### src/rtl/lc3_ir_queue.sv
// lc3_ir_queue: small circular instruction-word queue sitting between the
// memory data bus and decode. Words enter on ld_ir and leave on pop. flush
// discards everything on a branch or interrupt redirect. overflow and
// underflow are sticky error flags that only flush or reset clear.
// Every output is a register. The next head word is computed ahead of the
// edge, so ir needs no read path from storage after the clock edge.

module lc3_ir_queue #(
  parameter int WIDTH = 16,
  parameter int DEPTH = 4
) (
  input  logic                     clk,
  input  logic                     rst,
  input  logic [WIDTH-1:0]         data_bus,
  input  logic                     ld_ir,
  input  logic                     pop,
  input  logic                     flush,
  output logic [WIDTH-1:0]         ir,
  output logic                     ir_valid,
  output logic                     full,
  output logic [$clog2(DEPTH):0]   count,
  output logic                     overflow,
  output logic                     underflow
);

  localparam int PW = $clog2(DEPTH);
  localparam int CW = PW + 1;

  localparam logic [CW-1:0] DEPTH_C  = CW'(DEPTH);
  localparam logic [CW-1:0] CNT_ZERO = {CW{1'b0}};
  localparam logic [CW-1:0] CNT_ONE  = CW'(1'b1);
  localparam logic [PW-1:0] PTR_ZERO = {PW{1'b0}};
  localparam logic [PW-1:0] PTR_ONE  = PW'(1'b1);

  // Storage and registered state
  logic [WIDTH-1:0] mem_r [DEPTH];
  logic [PW-1:0]    wr_ptr_r;
  logic [PW-1:0]    rd_ptr_r;
  logic [CW-1:0]    count_r;
  logic [WIDTH-1:0] ir_r;
  logic             ir_valid_r;
  logic             full_r;
  logic             overflow_r;
  logic             underflow_r;

  // Per-cycle decisions and next-state values
  logic             pop_acc_s;
  logic             push_acc_s;
  logic             ovf_set_s;
  logic             unf_set_s;
  logic [PW-1:0]    wr_next_s;
  logic [PW-1:0]    rd_next_s;
  logic [CW-1:0]    count_next_s;
  logic [WIDTH-1:0] head_next_s;

  // Decide which requests are accepted this cycle. flush overrides both.
  always_comb begin
    pop_acc_s  = 1'b0;
    push_acc_s = 1'b0;
    ovf_set_s  = 1'b0;
    unf_set_s  = 1'b0;
    if (flush) begin
      pop_acc_s  = 1'b0;
      push_acc_s = 1'b0;
      ovf_set_s  = 1'b0;
      unf_set_s  = 1'b0;
    end else begin
      pop_acc_s  = pop && (count_r != CNT_ZERO);
      // A full queue still takes a push when a pop frees the head slot on the same edge.
      push_acc_s = ld_ir && ((count_r != DEPTH_C) || pop_acc_s);
      ovf_set_s  = ld_ir && !push_acc_s;
      unf_set_s  = pop && (count_r == CNT_ZERO);
    end
  end

  // Next pointers and occupancy.
  always_comb begin
    wr_next_s    = wr_ptr_r;
    rd_next_s    = rd_ptr_r;
    count_next_s = count_r;
    if (flush) begin
      wr_next_s    = PTR_ZERO;
      rd_next_s    = PTR_ZERO;
      count_next_s = CNT_ZERO;
    end else begin
      if (push_acc_s) begin
        wr_next_s = wr_ptr_r + PTR_ONE;
      end else begin
        wr_next_s = wr_ptr_r;
      end
      if (pop_acc_s) begin
        rd_next_s = rd_ptr_r + PTR_ONE;
      end else begin
        rd_next_s = rd_ptr_r;
      end
      case ({push_acc_s, pop_acc_s})
        2'b10:   count_next_s = count_r + CNT_ONE;
        2'b01:   count_next_s = count_r - CNT_ONE;
        default: count_next_s = count_r;
      endcase
    end
  end

  // Head word after this edge. It is the incoming word when that word lands
  // in the slot that becomes the head. This happens when the queue goes from
  // empty to one entry, or when one entry is replaced by a push and a pop.
  always_comb begin
    head_next_s = {WIDTH{1'b0}};
    if (count_next_s == CNT_ZERO) begin
      head_next_s = {WIDTH{1'b0}};
    end else if (push_acc_s && (wr_ptr_r == rd_next_s)) begin
      head_next_s = data_bus;
    end else begin
      head_next_s = mem_r[rd_next_s];
    end
  end

  // Entry storage: written only by an accepted push, cleared by reset.
  always_ff @(posedge clk or negedge rst) begin
    if (!rst) begin
      for (int i = 0; i < DEPTH; i++) begin
        mem_r[i] <= {WIDTH{1'b0}};
      end
    end else if (push_acc_s) begin
      mem_r[wr_ptr_r] <= data_bus;
    end
  end

  // Pointers, occupancy, registered outputs and sticky error flags.
  always_ff @(posedge clk or negedge rst) begin
    if (!rst) begin
      wr_ptr_r    <= PTR_ZERO;
      rd_ptr_r    <= PTR_ZERO;
      count_r     <= CNT_ZERO;
      ir_r        <= {WIDTH{1'b0}};
      ir_valid_r  <= 1'b0;
      full_r      <= 1'b0;
      overflow_r  <= 1'b0;
      underflow_r <= 1'b0;
    end else begin
      wr_ptr_r    <= wr_next_s;
      rd_ptr_r    <= rd_next_s;
      count_r     <= count_next_s;
      ir_r        <= head_next_s;
      ir_valid_r  <= (count_next_s != CNT_ZERO);
      full_r      <= (count_next_s == DEPTH_C);
      if (flush) begin
        overflow_r  <= 1'b0;
        underflow_r <= 1'b0;
      end else begin
        overflow_r  <= overflow_r | ovf_set_s;
        underflow_r <= underflow_r | unf_set_s;
      end
    end
  end

  assign ir        = ir_r;
  assign ir_valid  = ir_valid_r;
  assign full      = full_r;
  assign count     = count_r;
  assign overflow  = overflow_r;
  assign underflow = underflow_r;

endmodule

### config.mk
export PLATFORM = sky130hd
export DESIGN_NAME = lc3_ir_queue
export DESIGN_NICKNAME = d
export VERILOG_FILES = /design/src/rtl/lc3_ir_queue.sv
export SDC_FILE = /design/constraint.sdc
export NUM_CORES = 1
export LEC_CHECK = 0
export ABC_AREA = 0
export BUFFER_PORTS_ARGS = -buffer_cell sky130_fd_sc_hd__buf_4
export CAP_MARGIN = 20
export CORE_MARGIN = 8
export CORE_UTILIZATION = 63
export CTS_BUF_LIST = sky130_fd_sc_hd__clkbuf_16
export CTS_CLUSTER_SIZE = 14
export DETAILED_ROUTE_END_ITERATION = 16
export PLACE_DENSITY_LB_ADDON = 0.15
export SYNTH_ARGS = -nofsm -noshare
export SYNTH_HDL_FRONTEND = slang
export SYNTH_SLANG_ARGS = --single-unit
### constraint.sdc
create_clock -name clk -period 8.99 [get_ports clk]
set_clock_uncertainty 0.15 [all_clocks]
set_input_delay 0.899 -clock clk [delete_from_list [all_inputs] [get_ports clk]]
set_output_delay 0.899 -clock clk [all_outputs]
set_load 0.01 [all_outputs]
**Yosys cells after proc, flatten, opt, wreduce, memory -nomap -nowiden**

Cells that the tools add are included.

- Bits in registers: 91
- Bits of input ports: 21
- Output and inout port bits: 23
- Logic and storage cells: 61

- Add/subtract/negate cells: 4
- Order comparisons: 3
- Equality and inequality tests: 5
- Mux-type cells: 20
- Bitwise operators: 4
- Reductions and logical operators: 13

Operator list:

| kind | count |
|---|---|
| $mux 16 | 5 |
| $bwmux 64 | 1 |
| $bmux 16 s2 | 1 |
| $demux 16 s2 | 1 |
| $mux 2 | 4 |
| $ge 3x3->1 const B | 2 |
| $logic_and 1x1->1 | 6 |
| $logic_not 3->1 | 2 |
| $mux 1 | 6 |
| $not 2->3 | 2 |
| $pmux 3 s2 | 1 |
| $reduce_bool 3->1 | 2 |
| $add 2x1->2 const B | 2 |
| $add 3x1->3 const B | 1 |
| $eq 3x3->1 const B | 1 |
| $lt 3x1->1 const B | 1 |
| $mux 3 | 1 |
| $ne 3x3->1 const B | 1 |
| $sub 3x1->3 const B | 1 |
| $eq 2x1->1 const B | 1 |
| $eq 2x2->1 | 1 |
| $eq 2x2->1 const B | 1 |
| $or 1x1->1 | 2 |
| $reduce_bool 2->1 | 1 |
| other kinds (2) | 2 |

**Logic depth before layout (Yosys ltp)**

- Word-level depth: 11
- Depth in mapped cells: 15

**Worst setup path before layout**

OpenSTA, ideal clock, no wires.

- Kind: input to register
- Start: in flush
- End: reg ir_r[0] (netlist: ir[0])
- Setup time: 0.110 ns
- Arrival time: 3.792 ns
- Required time: 8.730 ns
- Setup slack: 4.937 ns
- Stages on the path: 13
- Buffers on the path: 4
- Cell sequence: clkbuf_1 > nor3b_2 > buf_2 > clkbuf_1 > inv_1 > ha_1 > fa_1 > xnor2_1 > or3_1 > a21oi_1 > nor2_2 > clkbuf_1 > o41ai_1

- Elaborated cells on any way between the ends: 17
- Those cells by class: 3 x eq/ne; 11 x mux; 1 x bitwise; 2 x reduce/logical

RTL lines:

| what | RTL line | RTL |
|---|---|---|
| start, declared | 17 | `input logic flush,` |
| $mux 1 | 62 | `if (flush) begin` |
| $eq 2x1->1 / $eq 2x2->1 (equally long branches) | 96 | `case ({push_acc_s, pop_acc_s})` |
| $pmux 3 s2 | 96 |  |
| $mux 3 (*) | 81 | `if (flush) begin` |
| via count_next_s[2] | 53 | `logic [CW-1:0] count_next_s;` |
| $logic_not 3->1 (*) | 109 | `if (count_next_s == CNT_ZERO) begin` |
| $mux 16 (*) | 109 |  |
| via head_next_s[0] | 54 | `logic [WIDTH-1:0] head_next_s;` |
| end signal, assigned | 135 | `ir_r <= {WIDTH{1'b0}};` |
| end signal, assigned | 144 | `ir_r <= head_next_s;` |
| end, declared | 40 | `logic [WIDTH-1:0] ir_r;` |

The timed path passes the listed nets; every way through them passes the cells marked *. The select of a mux whose other input is x is not followed.
A chain may end at the register's enable or synchronous reset.

**Final worst setup path**

- Start: in pop
- End: reg ir_r[7] (netlist: ir[7])

- Longest elaborated chain between the ends: 10
- Elaborated cells on any way between the ends: 20
- Those cells by class: 3 x eq/ne; 11 x mux; 1 x bitwise; 5 x reduce/logical

RTL lines:

| what | RTL line | RTL |
|---|---|---|
| start, declared | 16 | `input logic pop,` |
| $logic_and 1x1->1 (*) | 68 | `pop_acc_s = pop && (count_r != CNT_ZERO);` |
| $mux 1 | 62 |  |
| $mux 2 | 91 | `if (pop_acc_s) begin` |
| $mux 2 | 81 |  |
| $not 2->3 (not written as such) | 114 | `head_next_s = mem_r[rd_next_s];` |
| $bmux 16 s2 | 114 |  |
| $mux 16 (not written as such) (2 in series) | 114 |  |
| $mux 16 | 111 | `end else if (push_acc_s && (wr_ptr_r == rd_next_s)) begin` |
| $mux 16 (*) | 109 |  |
| via head_next_s[7] | 54 |  |

Marked as above.

==> summary.md <==
| Metric | Value |
|---|---|
| LEAKAGE | 2.24 nW |
| Initial Util | 63.9% |
| Critical Path Max Stage Delay | just over 0.7 ns |
| Syn Area/Cell | 12.8 um2 |
| Slowest CP cell | clkinv_1 |
| CTS Buf Count | 9 |
| Routability cong. | 0.733 |
| Crit-path cells | buf_4 -> nor4b_1 -> nor3b_2 -> buf_4 -> inv_1 -> ha_1 -> fa_1 -> nor3b_1 -> a21o_1 -> nor2_1 -> nor2_2 -> clkinv_1 -> o2111ai_1 -> o41ai_1 |
| IO Count | 44 |
| Reg-to-reg endpoint | ir[7] |
| Reg2reg path depth | 13 |
| Site row count | 30 |
| Post-Route WL | 9.41 mm |
| DRC | 0 |
| Die W | a little under 100 um |
| Post-Layout Cell Count | between 400 and 500 |
| Period utilization | between 50% and 60% |
| Hold Crit Start | overflow |
| Ranking of synthesized cells by area | dfrtp_1, mux2_2, o311a_1 |
| Clock sinks | 91 |
| Fmax | 216 MHz |
| Synthesized area | around 4300 um2 |
| Yosys top cell area share | roughly 53% |
| Slew HR | 39.9% |
| TritonRoute pass-1 iters | 4 |
| Setup Fix Bufs, Post-CTS | 0 |
| CTS tree | yes |
| Antenna diode count | 0 |
| Switching portion of total power | 28.0% |
| Hold Path Class | flop to flop |
| Reg2reg start | count[0] |
| Die height | 98.3 um |
| WS Path Type | primary input to flop |
| Critical path's top delay family | simple AND/OR/NAND/NOR gates |
| Crit. End Element | flop |
| CP Buf/Inv Count | 4 |
| Startpoint Class | primary input |
| CP dominant cell by count | buf_4 |
| PwrDens | 256 nW/um2 |
| Clock transition time at the flip-flop clock pins of the worst setup and hold paths | approximately 0.060 ns |
| Final hold viol count | 0 |
| Number of vias per cell | about 6.5 |
| Critical Path RT | about 9 ns |
| Final net count | about 390 |
| Final Max Slew Viols | 0 |
| RSZ-0062 raised after global routing | false |
| Root Buffer Master | clkbuf_16 |
| Clk_lat worst skew | 0.33 ns |
| CP arrival | 4.66 ns |
| Drt wl/cell | 20.9 um |
| Post-synth ARST share | 100% |
| Synth Instances | 333 |
| Slew of the pin with the lowest slew margin | 0.900 ns |
| Sw power | 0.355 mW |
| Hold Buf Count CTS | 0 |
| Initial antenna violation count | 0 |
| Reg power frac | 45.3% |
| Synth cell types | 39 |
| CTS Buffer Depth | 2 |
| Count of flip-flops with a built-in enable after synthesis | 0 |
| Clock period minus worst slack | 4.63 ns |
| Vias in the first global route | roughly 3000 |
| Htree depth | 3 |
| Hold depth | 2 |
| Top_reg_cell synth | dfrtp_1 |
| Max FO, Critical Path | 22 |
| Post-DP HPWL | 5.73 mm |
| #FFs+latches synth | just over 90 |
| Number of I/O port buffers | 43 |
| Top-count cell post-synth | dfrtp_1 |
| Placeable Area | 6680 um2 |
| Post-synth net total | 360 |
| Total global-route track usage | 20.4% |
| Outcome | completed |
| DP Cell Count | 433 |
| Peak VDD IR | 0.152 mV |
| Hold Crit Endpoint | overflow |
| DRT iter0 DRCs | 200 |
| Routed vias | ~2900 |
| Share of cells above drive strength 1 | 36.2% |
| Largest net degree at the start of global routing | 50 |
| Final TNS setup | 0 ns |
| Max_cap viols | 0 |
| Ys Warns | 0 |
| Yosys top cell by area | dfrtp_1 |
| Combinational cell fraction of total power | between 20 and 25% |
| Full die area | 9670 um2 |
| Util after Layout | about 74% |
| # setup viols final | 0 |
| First-pass GRT wire length | 15.7 mm |
| ANT nets after route | 0 |
| Synth cell count leaders | dfrtp_1, mux2_2, inv_1, o21ai_0 |
| Clock power frac | 31.7% |
| P&R area growth vs syn | 15.6% |
| Sequential-to-total area share from yosys stat | 53.3% |
| GRT overflow | 0 |
| Int Pwr | 0.910 mW |
| Worst reg2reg setup slack | 4.46 ns |
| Post-cts sizing count | 0 |
[per-stage QoR]
stage                     instance area (um2)  hold WS [ns]  setup slack [ns]  power [mW]
after floorplan                          4270         0.315              4.94       0.767
after global placement                   4610         0.324              4.22       0.851
after detailed placement                 4610         0.334              4.05       0.867
after CTS                                4930         0.353              4.38        1.27
after global routing                     4940         0.359              3.98        1.32
final                                    4940         0.348              4.36        1.27
[cells by family (layout without fill, tap and decap cells)]
kind of cell             after synthesis  count (layout)  synth area share, %
adder cells (fa/ha/maj)                6               6                 1.93
buffers and inverters                 48              85                 5.01
multiplexers                          66              66                 17.3
flip-flops                            91              91                 53.3
AND/OR/NAND/NOR                       26              26                 3.43
AO/OA/AOI/OAI                         89              89                 17.5
XOR/XNOR                               7               7                 1.44
[cell usage in the layout, fill, tap and decap left out, types with 3 or more instances in the layout]
master,n
mux2_2,62
ha_1,5
a221oi_1,16
o21ai_0,17
xnor2_1,4
o311a_1,16
nor2_1,9
buf_4,47
dfrtp_1,91
o41ai_1,16
inv_1,22
o2111ai_1,16
clkbuf_16,9
a21oi_1,3
[flip-flops by register name, summed over array words and instances, names as in the netlist]
| register | flops |
|---|---|
| count | 3 |
| full | 1 |
| wr_ptr_r | 2 |
| underflow | 1 |
| rd_ptr_r | 2 |
| ir_valid | 1 |
| overflow | 1 |
| mem_r | 64 |
| ir | 16 |
[worst register-to-register path: stages, from the launching register on]
cell and delay (ns):
dfrtp_1 0.50, nor4b_1 0.58, nor3b_2 0.09, buf_4 0.24, inv_1 0.09, ha_1 0.18
fa_1 0.44, nor3b_1 0.20, a21o_1 0.10, nor2_1 0.05, nor2_2 0.63, clkinv_1 0.73
o2111ai_1 0.26, o41ai_1 0.12
[how the worst max path moves through the flow]
| stage | endpoint | from | slack, ns | cells after the start |
|---|---|---|---|---|
| 2_1_floorplan | ir[0] | flush | 4.94 | 13 |
| 5_1_grt | ir[1] | pop | 3.98 | 14 |
| 3_5_place_dp | ir[7] | pop | 4.05 | 14 |
| 4_1_cts | ir[3] | pop | 4.38 | 14 |
| 3_3_place_gp | ir[7] | pop | 4.22 | 14 |
| 6_report | ir[7] | pop | 4.36 | 14 |
[power by group through the flow]
stage / registers, mW / logic, mW / clock network [mW]
6_report: 0.573 / 0.291 / 0.401
5_1_grt: 0.586 / 0.322 / 0.417
4_1_cts: 0.573 / 0.290 / 0.405
3_5_place_dp: 0.580 / 0.287 / 0
3_3_place_gp: 0.573 / 0.278 / 0
2_1_floorplan: 0.571 / 0.196 / 0
[metal layers]
metal	GRT usage (%)	share of wire [%]	wire length [um]	up-vias
li1	-	-	-	1332
met1	27.0	45	4200	1492
met2	31.6	49	4580	97
met3	4.98	5.4	504	13
met4	7.32	1.3	125	0
met5	0	0	0	-
[cell type report]
cell class | instances | area (um2)
clock buffer | 9 | 225
clock inverter | 7 | 93.8
fill | 459 | 1740
timing repair buffer | 48 | 364
tap | 80 | 100
sequential | 91 | 2280
inverter | 21 | 78.8
multi-input combinational | 194 | 1800
Power figures use the tool's default switching activity.
